`config.mk`:
```
export PLATFORM = sky130hd
export DESIGN_NAME = bt_pad_decoder
export DESIGN_NICKNAME = d
export VERILOG_FILES = /design/src/rtl/bt_pkg.sv /design/src/rtl/bt_pad_decoder.sv
export SDC_FILE = /design/constraint.sdc
export NUM_CORES = 1
export LEC_CHECK = 0
export CELL_PAD_IN_SITES_DETAIL_PLACEMENT = 1
export CELL_PAD_IN_SITES_GLOBAL_PLACEMENT = 1
export CORE_MARGIN = 1
export CORE_UTILIZATION = 35
export CTS_BUF_LIST = sky130_fd_sc_hd__clkbuf_8
export DETAILED_ROUTE_END_ITERATION = 16
export PLACE_DENSITY = 0.7
export SYNTH_ARGS = -nofsm -noshare
export SYNTH_HDL_FRONTEND = slang
export SYNTH_SLANG_ARGS = --single-unit
```
`constraint.sdc`:
```
create_clock -name i_clk -period 6.3 [get_ports i_clk]
set_clock_uncertainty 0.1 [all_clocks]
set_input_delay 1.575 -clock i_clk [delete_from_list [all_inputs] [get_ports i_clk]]
set_output_delay 1.575 -clock i_clk [all_outputs]
set_load 0.1 [all_outputs]
```
`src/rtl/bt_pkg.sv`:
```
// Shared constants for the Bluefruit control-pad packet decoder.
// Holds FSM state encoding, ASCII framing bytes, checksum target and d-pad indices.
// Pure constants; no logic, no timing.
package bt_pkg;

    // Parser states, one per expected packet byte position
    localparam logic [2:0] ST_IDLE = 3'd0;
    localparam logic [2:0] ST_TYPE = 3'd1;
    localparam logic [2:0] ST_BTN  = 3'd2;
    localparam logic [2:0] ST_ACT  = 3'd3;
    localparam logic [2:0] ST_CSUM = 3'd4;

    // ASCII bytes used in control-pad framing
    localparam logic [7:0] ASCII_BANG = 8'h21;
    localparam logic [7:0] ASCII_B    = 8'h42;
    localparam logic [7:0] ASCII_0    = 8'h30;
    localparam logic [7:0] ASCII_1    = 8'h31;
    localparam logic [7:0] ASCII_8    = 8'h38;

    // Bytes 0..4 of a good packet sum to this value modulo 256
    localparam logic [7:0] CSUM_TARGET = 8'hFF;

    // Button indices of the directional pad within o_buttons
    localparam logic [2:0] BTN_UP    = 3'd4;
    localparam logic [2:0] BTN_DOWN  = 3'd5;
    localparam logic [2:0] BTN_LEFT  = 3'd6;
    localparam logic [2:0] BTN_RIGHT = 3'd7;

endpackage

```
`src/rtl/bt_pad_decoder.sv`:
```
// Decodes 5-byte "!B<digit><action><csum>" control-pad packets into held button state.
// Latency: outputs update on the edge that samples the checksum byte (1 cycle after i_done).
// No backpressure: accepts one byte per cycle; stalled packets are abandoned after a timeout.
module bt_pad_decoder
    import bt_pkg::*;
#(
    parameter int CLK_FREQ   = 12000000,
    parameter int TIMEOUT_MS = 10
) (
    input  logic       i_clk,
    input  logic       i_rst,
    input  logic [7:0] i_data,
    input  logic       i_done,
    output logic [7:0] o_buttons,
    output logic       o_event,
    output logic [2:0] o_btn_id,
    output logic       o_pressed,
    output logic       o_err
);

    localparam int TIMEOUT_CYC = CLK_FREQ / 1000 * TIMEOUT_MS;
    // The counter only has to hold TIMEOUT_CYC-1: expiry fires on the edge that would reach TIMEOUT_CYC
    localparam int CNT_W = (TIMEOUT_CYC > 1) ? $clog2(TIMEOUT_CYC) : 1;
    localparam logic [CNT_W-1:0] CNT_LAST = CNT_W'(TIMEOUT_CYC - 1);

    logic [2:0]       state;
    logic [7:0]       sum;
    logic [CNT_W-1:0] tmo_cnt;
    logic [2:0]       id;
    logic             act;
    logic [7:0]       sum_next;

    // Running checksum including the byte currently on i_data
    always_comb begin
        sum_next = sum + i_data;
    end

    // Packet parser, checksum accumulation, output update and inter-byte timeout
    always_ff @(posedge i_clk) begin
        if (i_rst) begin
            state     <= ST_IDLE;
            sum       <= 8'h00;
            tmo_cnt   <= '0;
            id        <= 3'd0;
            act       <= 1'b0;
            o_buttons <= 8'h00;
            o_event   <= 1'b0;
            o_btn_id  <= 3'd0;
            o_pressed <= 1'b0;
            o_err     <= 1'b0;
        end else begin
            o_event <= 1'b0;
            o_err   <= 1'b0;
            if (i_done) begin
                // A byte always wins over a coinciding timeout expiry
                tmo_cnt <= '0;
                case (state)
                    ST_IDLE: begin
                        if (i_data == ASCII_BANG) begin
                            state <= ST_TYPE;
                            sum   <= ASCII_BANG;
                        end
                    end
                    ST_TYPE: begin
                        if (i_data == ASCII_B) begin
                            state <= ST_BTN;
                            sum   <= sum_next;
                        end else if (i_data == ASCII_BANG) begin
                            sum   <= ASCII_BANG;
                        end else begin
                            state <= ST_IDLE;
                            o_err <= 1'b1;
                        end
                    end
                    ST_BTN: begin
                        if (i_data >= ASCII_1 && i_data <= ASCII_8) begin
                            state <= ST_ACT;
                            sum   <= sum_next;
                            id    <= 3'(i_data - ASCII_1);
                        end else if (i_data == ASCII_BANG) begin
                            state <= ST_TYPE;
                            sum   <= ASCII_BANG;
                        end else begin
                            state <= ST_IDLE;
                            o_err <= 1'b1;
                        end
                    end
                    ST_ACT: begin
                        if (i_data == ASCII_0 || i_data == ASCII_1) begin
                            state <= ST_CSUM;
                            sum   <= sum_next;
                            act   <= i_data[0];
                        end else if (i_data == ASCII_BANG) begin
                            state <= ST_TYPE;
                            sum   <= ASCII_BANG;
                        end else begin
                            state <= ST_IDLE;
                            o_err <= 1'b1;
                        end
                    end
                    ST_CSUM: begin
                        // Any value is a checksum here, including '!'
                        state <= ST_IDLE;
                        if (sum_next == CSUM_TARGET) begin
                            o_buttons[id] <= act;
                            o_event       <= 1'b1;
                            o_btn_id      <= id;
                            o_pressed     <= act;
                        end else begin
                            o_err <= 1'b1;
                        end
                    end
                    default: begin
                        state <= ST_IDLE;
                    end
                endcase
            end else if (state != ST_IDLE) begin
                if (tmo_cnt == CNT_LAST) begin
                    state   <= ST_IDLE;
                    o_err   <= 1'b1;
                    tmo_cnt <= '0;
                end else begin
                    tmo_cnt <= tmo_cnt + 1'b1;
                end
            end
        end
    end

endmodule

```
Word-level counts from Yosys, hierarchy flattened
Index checks and enable logic that the tools add are counted.
Operators by class
  reduce and logical (&&, ||, !) cells: 15
  multiply operators: 0
  shift operators: 0
  bitwise logic cells: 2
  add/subtract/negate cells: 3
  div/mod/pow operators: 0
  mux-type cells: 29
  order comparisons: 4
  equality and inequality tests: 12
Operator list (number)
  two-way mux 8 bit: 4
  case mux 8 bit (4 select lines): 1
  equality test 8 x 6 -> 1 bit (second input constant): 3
  two-way mux 3 bit: 7
  adder 17 x 1 -> 17 bit (second input constant): 1
  equality test 17 bit (second input constant): 1
  two-way mux 17 bit: 1
  case mux 3 bit (4 select lines): 1
  two-way mux 1 bit: 11
  AND reduction 3 bit: 3
  adder 8 bit: 1
  bitwise mux 8 bit: 1
  equality test 8 x 7 -> 1 bit (second input constant): 1
  equality test 8 bit (second input constant): 1
  >= comparator 8 x 6 -> 1 bit (second input constant): 1
  <= comparator 8 x 6 -> 1 bit (second input constant): 1
  equality test 3 x 2 -> 1 bit (second input constant): 2
  less-than comparator 3 x 4 -> 1 bit (second input constant): 1
  inequality test 4 bit (second input constant): 1
  case mux 1 bit (4 select lines): 1
  AND reduction 4 bit: 1
  nonzero test 2 bit: 2
  nonzero test 4 bit: 1
  demux 1 bit (select 3 bit): 1
  14 further kinds: 16
Word-level totals
  logic and storage cells: 75
  output and inout port bits: 14
  memories kept: 0
  latch bits: 0
  RAM bits: 0
  ROM bits: 0
  bits in registers: 46

Logic depth before layout (Yosys ltp)
  word-level depth: 5
  gate-level depth with buffers: 9
  mapped depth without buffers: 9

Worst setup path after synthesis
OpenSTA, ideal clock, no wires.
  path type: input to register
  start: in i_data[0]
  end: reg o_err
  data required time: 6.080 ns
  slack: 2.764 ns
  arrival time: 3.316 ns
  library setup time: 0.120 ns
  cell stages on the path: 9
  buffers on the path: 0
  cells stage by stage: ha_1 inv_1 fa_1 and2b_1 o2111a_2 a211oi_4 nor4_1 a21oi_1 o31a_1
Between the ends
  cells in the longest elaborated chain, start to end: 5
  elaborated cells on any way between the ends: 17
  classes of those cells: add/sub (1); order compare (2); eq/ne (5); mux (7); reduce/logical (2)
RTL lines
  from (decl): RTL line bt_pad_decoder.sv:12  | input logic [7:0] i_data,
  adder 8 bit (tied with other cells): RTL line bt_pad_decoder.sv:35  | sum_next = sum + i_data;
  equality test 8 bit (tied with other cells): RTL line bt_pad_decoder.sv:104  | if (sum_next == CSUM_TARGET) begin
  two-way mux 1 bit, on equally long branches
  case mux 1 bit (4 select lines) *: RTL line bt_pad_decoder.sv:57  | case (state)
  two-way mux 1 bit *: RTL line bt_pad_decoder.sv:54  | if (i_done) begin
  to (signal assigned): RTL line bt_pad_decoder.sv:50  | o_err <= 1'b0;
  to (signal assigned): RTL line bt_pad_decoder.sv:53  | o_err <= 1'b0;
  to (signal assigned): RTL line bt_pad_decoder.sv:110  | o_err <= 1'b1;
  to (decl): RTL line bt_pad_decoder.sv:18  | output logic o_err
Mark *: on every way between the ends. The rest lies on a longest branch, timed or not.
A chain may end at the register's enable or synchronous reset.

Worst setup path after layout
  start: in i_data[0]
  end: reg o_buttons[7]
Between the ends
  cells in the longest elaborated chain, start to end: 3
RTL lines
  adder 8 bit: RTL line bt_pad_decoder.sv:35
  equality test 8 bit: RTL line bt_pad_decoder.sv:104
  AND reduction 3 bit (no source line)
  to (signal, indexed assignment): RTL line bt_pad_decoder.sv:105  | o_buttons[id] <= act;
  to (decl): RTL line bt_pad_decoder.sv:14  | output logic [7:0] o_buttons,
No other way between the ends.

==> qor.tcl <==
set qor(layout_min_cycle_time_ns) 4.027
set qor(hold_viol_final) 0
set qor(post_detailed_route_wirelength_per_cell_um) 15.94
set qor(worst_setup_path_end_kind) {register}
set qor(route.antenna.remaining_nets) 0
set qor(detailroute.via_count) 2347
set qor(area_of_the_multi_input_gates_um2) 1809
set qor(avgViaCountPerCell) 5.383
set qor(fp.dieArea_um2) 8388
set qor(cp.arrival_ns) 4.11
set qor(n_antenna_cell) 0
set qor(synth_top_cell_area_share_pct) 32.78
set qor(hpwl_um) 5326
set qor(deepest_clock_path_buffer_count) 2
set qor(crit_required_ns) 6.39
set qor(clock_latency_ns) 0.30
set qor(synth_top_cells_by_area) {dfxtp_1, ha_1, nor2_1}
set qor(postSynthRegisterBits) 46
set qor(num_io_pins) 25
set qor(crit-reg2reg-capture) {o_buttons[7]}
set qor(p_comb_share_pct) 9.8
set qor(drt_first_iter_violations) 102
set qor(cts.sink_count) 46
set qor(yosys_warnings) 0
set qor(switchingPower_mw) 0.1412
set qor(syn_avg_cell_area_um2) 9.061
set qor(number_of_remaining_drc_errors) 0
set qor(cts_tree) {yes}
set qor(iteration_count_of_the_initial_detailed_routing_pass) 4
set qor(finalWeightedCongestion) 0.7841
set qor(yosys.area.top_type) {dfxtp_1}
set qor(startpoint) {i_data[0]}
set qor(slew_violations) 0
set qor(grt_max_degree) 20
set qor(ff2ff_path_depth) 9
set qor(max_slew.worst_pin.slew_ns) 0.9881
set qor(synth.yosys.seq_area_share_pct) 32.78
set qor(crit-reg2reg-launch) {sum[0]}
set qor(status) {finished clean}
set qor(post_route_cells_drive_above_1_share_pct) 10.18
set qor(htree_levels) 2
set qor(async_reset_ff_share_pct) 0
set qor(final.period_utilization_pct) 63.93
set qor(syn_inst) 310
set qor(grt_pass1_vias) 2349
set qor(hold_class) {register to register}
set qor(min_path_cells) 2
set qor(p_per_area_nw_per_um2) 163.7
set qor(timing.reg2reg.setup_slack_ns) 3.73
set qor(tritoncts.num_buffers) 5
set qor(post_synth_num_cell_types) 72
set qor(setup_viol) 0
set qor(timing.hold.worst.start) {o_buttons[2]}
set qor(syn2layout_area_growth_pct) 14.97
set qor(maximum_fanout_along_the_worst_path) 4
set qor(die-width_um) 91.59
set qor(clockPowerShare_pct) 35.1
set qor(cts.clk_slew.worst_paths_ns) 0.09
set qor(antenna_violations_before_repair) 0
set qor(ff_latch_area_um2) 920.9
set qor(finished_cell_area_um2) 3229
set qor(cts_repair_resize_count) 0
set qor(track_usage_pct) 17.92
set qor(die_h_um) 91.59
set qor(timing.setup.tns_ns) 0
set qor(fill_cells) 890
set qor(initial_core_utilization_pct) 36.35
set qor(cts_hold_buffers) 0
set qor(first_pass_grt_wire_length_um) 12020
set qor(cp-start-kind) {primary input}
set qor(max_freq_ghz) 0.2483
set qor(net_switching_share_of_the_total_power_pct) 26.71
set qor(cts.repair_timing.setup_buffer_count) 0
set qor(grt_setup_unrepaired) {false}
set qor(cellLeakagePower_nw) 1.193
set qor(rows) 32
set qor(cts-root-buf) {clkbuf_8}
set qor(pwr-share-seq_pct) 55.1
set qor(place.port_buffers) 24
set qor(fin_nets) 357
set qor(wirelength_um) 6951
set qor(int_pwr_mw) 0.3875
set qor(holdPathEnd) {o_buttons[2]}
set qor(synth_enable_flop_cells) 0
set qor(synthesis.area_um2) 2809
set qor(slew_headroom_pct) 33.92
set qor(syn_nets) 334
set qor(peakVddDrop_uv) 108.3
set qor(placed_cell_area_um2) 3139
set qor(synthFlopType) {dfxtp_1}
set qor(design.core.area_um2) 7727
set qor(max-cap-violations) 0
set qor(overflow) 0
set qor(worst-setup-path-type) {primary input to register}
power by group through the flow:
| stage | logic, mW | clock network [mW] | registers, mW |
|---|---|---|---|
| 3_5_place_dp | 0.0523 | 0 | 0.298 |
| 5_1_grt | 0.0569 | 0.204 | 0.291 |
| 6_report | 0.0520 | 0.186 | 0.291 |
| 2_1_floorplan | 0.0312 | 0 | 0.300 |
| 4_1_cts | 0.0526 | 0.192 | 0.291 |
| 3_3_place_gp | 0.0515 | 0 | 0.298 |
Yosys cell counts (4+ instances only):
master	n
dfxtp_1	46
nor2_1	35
nand2_1	21
a21oi_1	17
xor2_1	14
ha_1	12
mux2i_1	12
nand3_1	11
inv_1	10
xnor2_1	9
nand4_1	8
a22o_1	5
and3_1	5
o21ai_0	5
o31ai_1	5
clkbuf_1	4
nand2b_1	4
nor2b_1	4
nor3_1	4
o21a_1	4
o21ai_1	4
sequential cells by signal, summed over array words and instances (netlist names):
| signal | flops |
|---|---|
| o_btn_id | 3 |
| o_event | 1 |
| sum | 8 |
| o_err | 1 |
| o_pressed | 1 |
| o_buttons | 8 |
| tmo_cnt | 17 |
| id | 3 |
| act | 1 |
| state | 3 |
logic make-up after synthesis:
| family | share of synthesized area, % |
|---|---|
| simple gates | 25.84 |
| compound gates | 18.75 |
| flops | 32.78 |
| xor+xnor | 9.488 |
| buf+inv | 2.806 |
| fa+ha+maj | 6.058 |
| mux | 4.276 |
per-layer routing:
layer	global-route usage, %	vias to the layer above	part of all wire [%]	wire length, um
met3	3.434	11	2.4	167
met2	29.01	25	47	3292
met1	24.04	1145	48	3367
met4	5.291	0	1.8	123
li1	-	1166	-	-
met5	0	-	0	0
final cells by class:
class                           count  area share, %
Multi-Input combinational cell    245          56.02
Inverter                           11          1.279
Clock inverter                      3         0.6587
Clock buffer                        5          2.131
Sequential cell                    46          28.52
Timing Repair Buffer               24          7.439
Tap cell                          102          3.952
worst max-delay path by stage:
stage | slack [ns] | end | cells past startpoint
floorplan | 2.76 | o_err | 9
global placement | 2.01 | o_buttons[7] | 10
detailed placement | 1.94 | o_buttons[5] | 10
CTS | 2.25 | o_buttons[5] | 10
global route | 2.10 | o_buttons[7] | 10
finish | 2.27 | o_buttons[7] | 10
layout by cell type, fill, tap and decap left out, types with 4 or more instances in the layout:
master / count
dfxtp_1: 46
nor2_1: 35
clkdlybuf4s50_1: 24
nand2_1: 21
a21oi_1: 17
xor2_1: 14
mux2i_1: 12
ha_1: 12
nand3_1: 11
inv_1: 10
xnor2_1: 9
nand4_1: 8
o21ai_0: 5
and3_1: 5
o31ai_1: 5
a22o_1: 5
clkbuf_8: 5
nor3_1: 4
nand2b_1: 4
o21a_1: 4
o21ai_1: 4
nor2b_1: 4
per-stage QoR:
step	power (mW)	utilization, %	hold slack [ns]	worst slack, ns	std cells
6_report	0.5287	41.79	0.3671	2.273	436
5_1_grt	0.5520	41.79	0.3972	2.100	436
4_1_cts	0.5355	41.79	0.3723	2.252	436
3_5_place_dp	0.3502	40.63	0.3545	1.942	428
3_3_place_gp	0.3494	40.63	0.3499	2.014	428
2_1_floorplan	0.3308	-	0.3307	2.764	310
critical path, stage by stage:
cell and delay [ns]:
clkdlybuf4s50_1 0.52, ha_1 0.21, inv_1 0.06, fa_1 0.40, and2b_1 0.26, o22ai_2 0.12, xor2_1 0.21, nor4_2 0.43
nand4_1 0.18, mux2i_1 0.14
(Power assumes the default switching activity.)
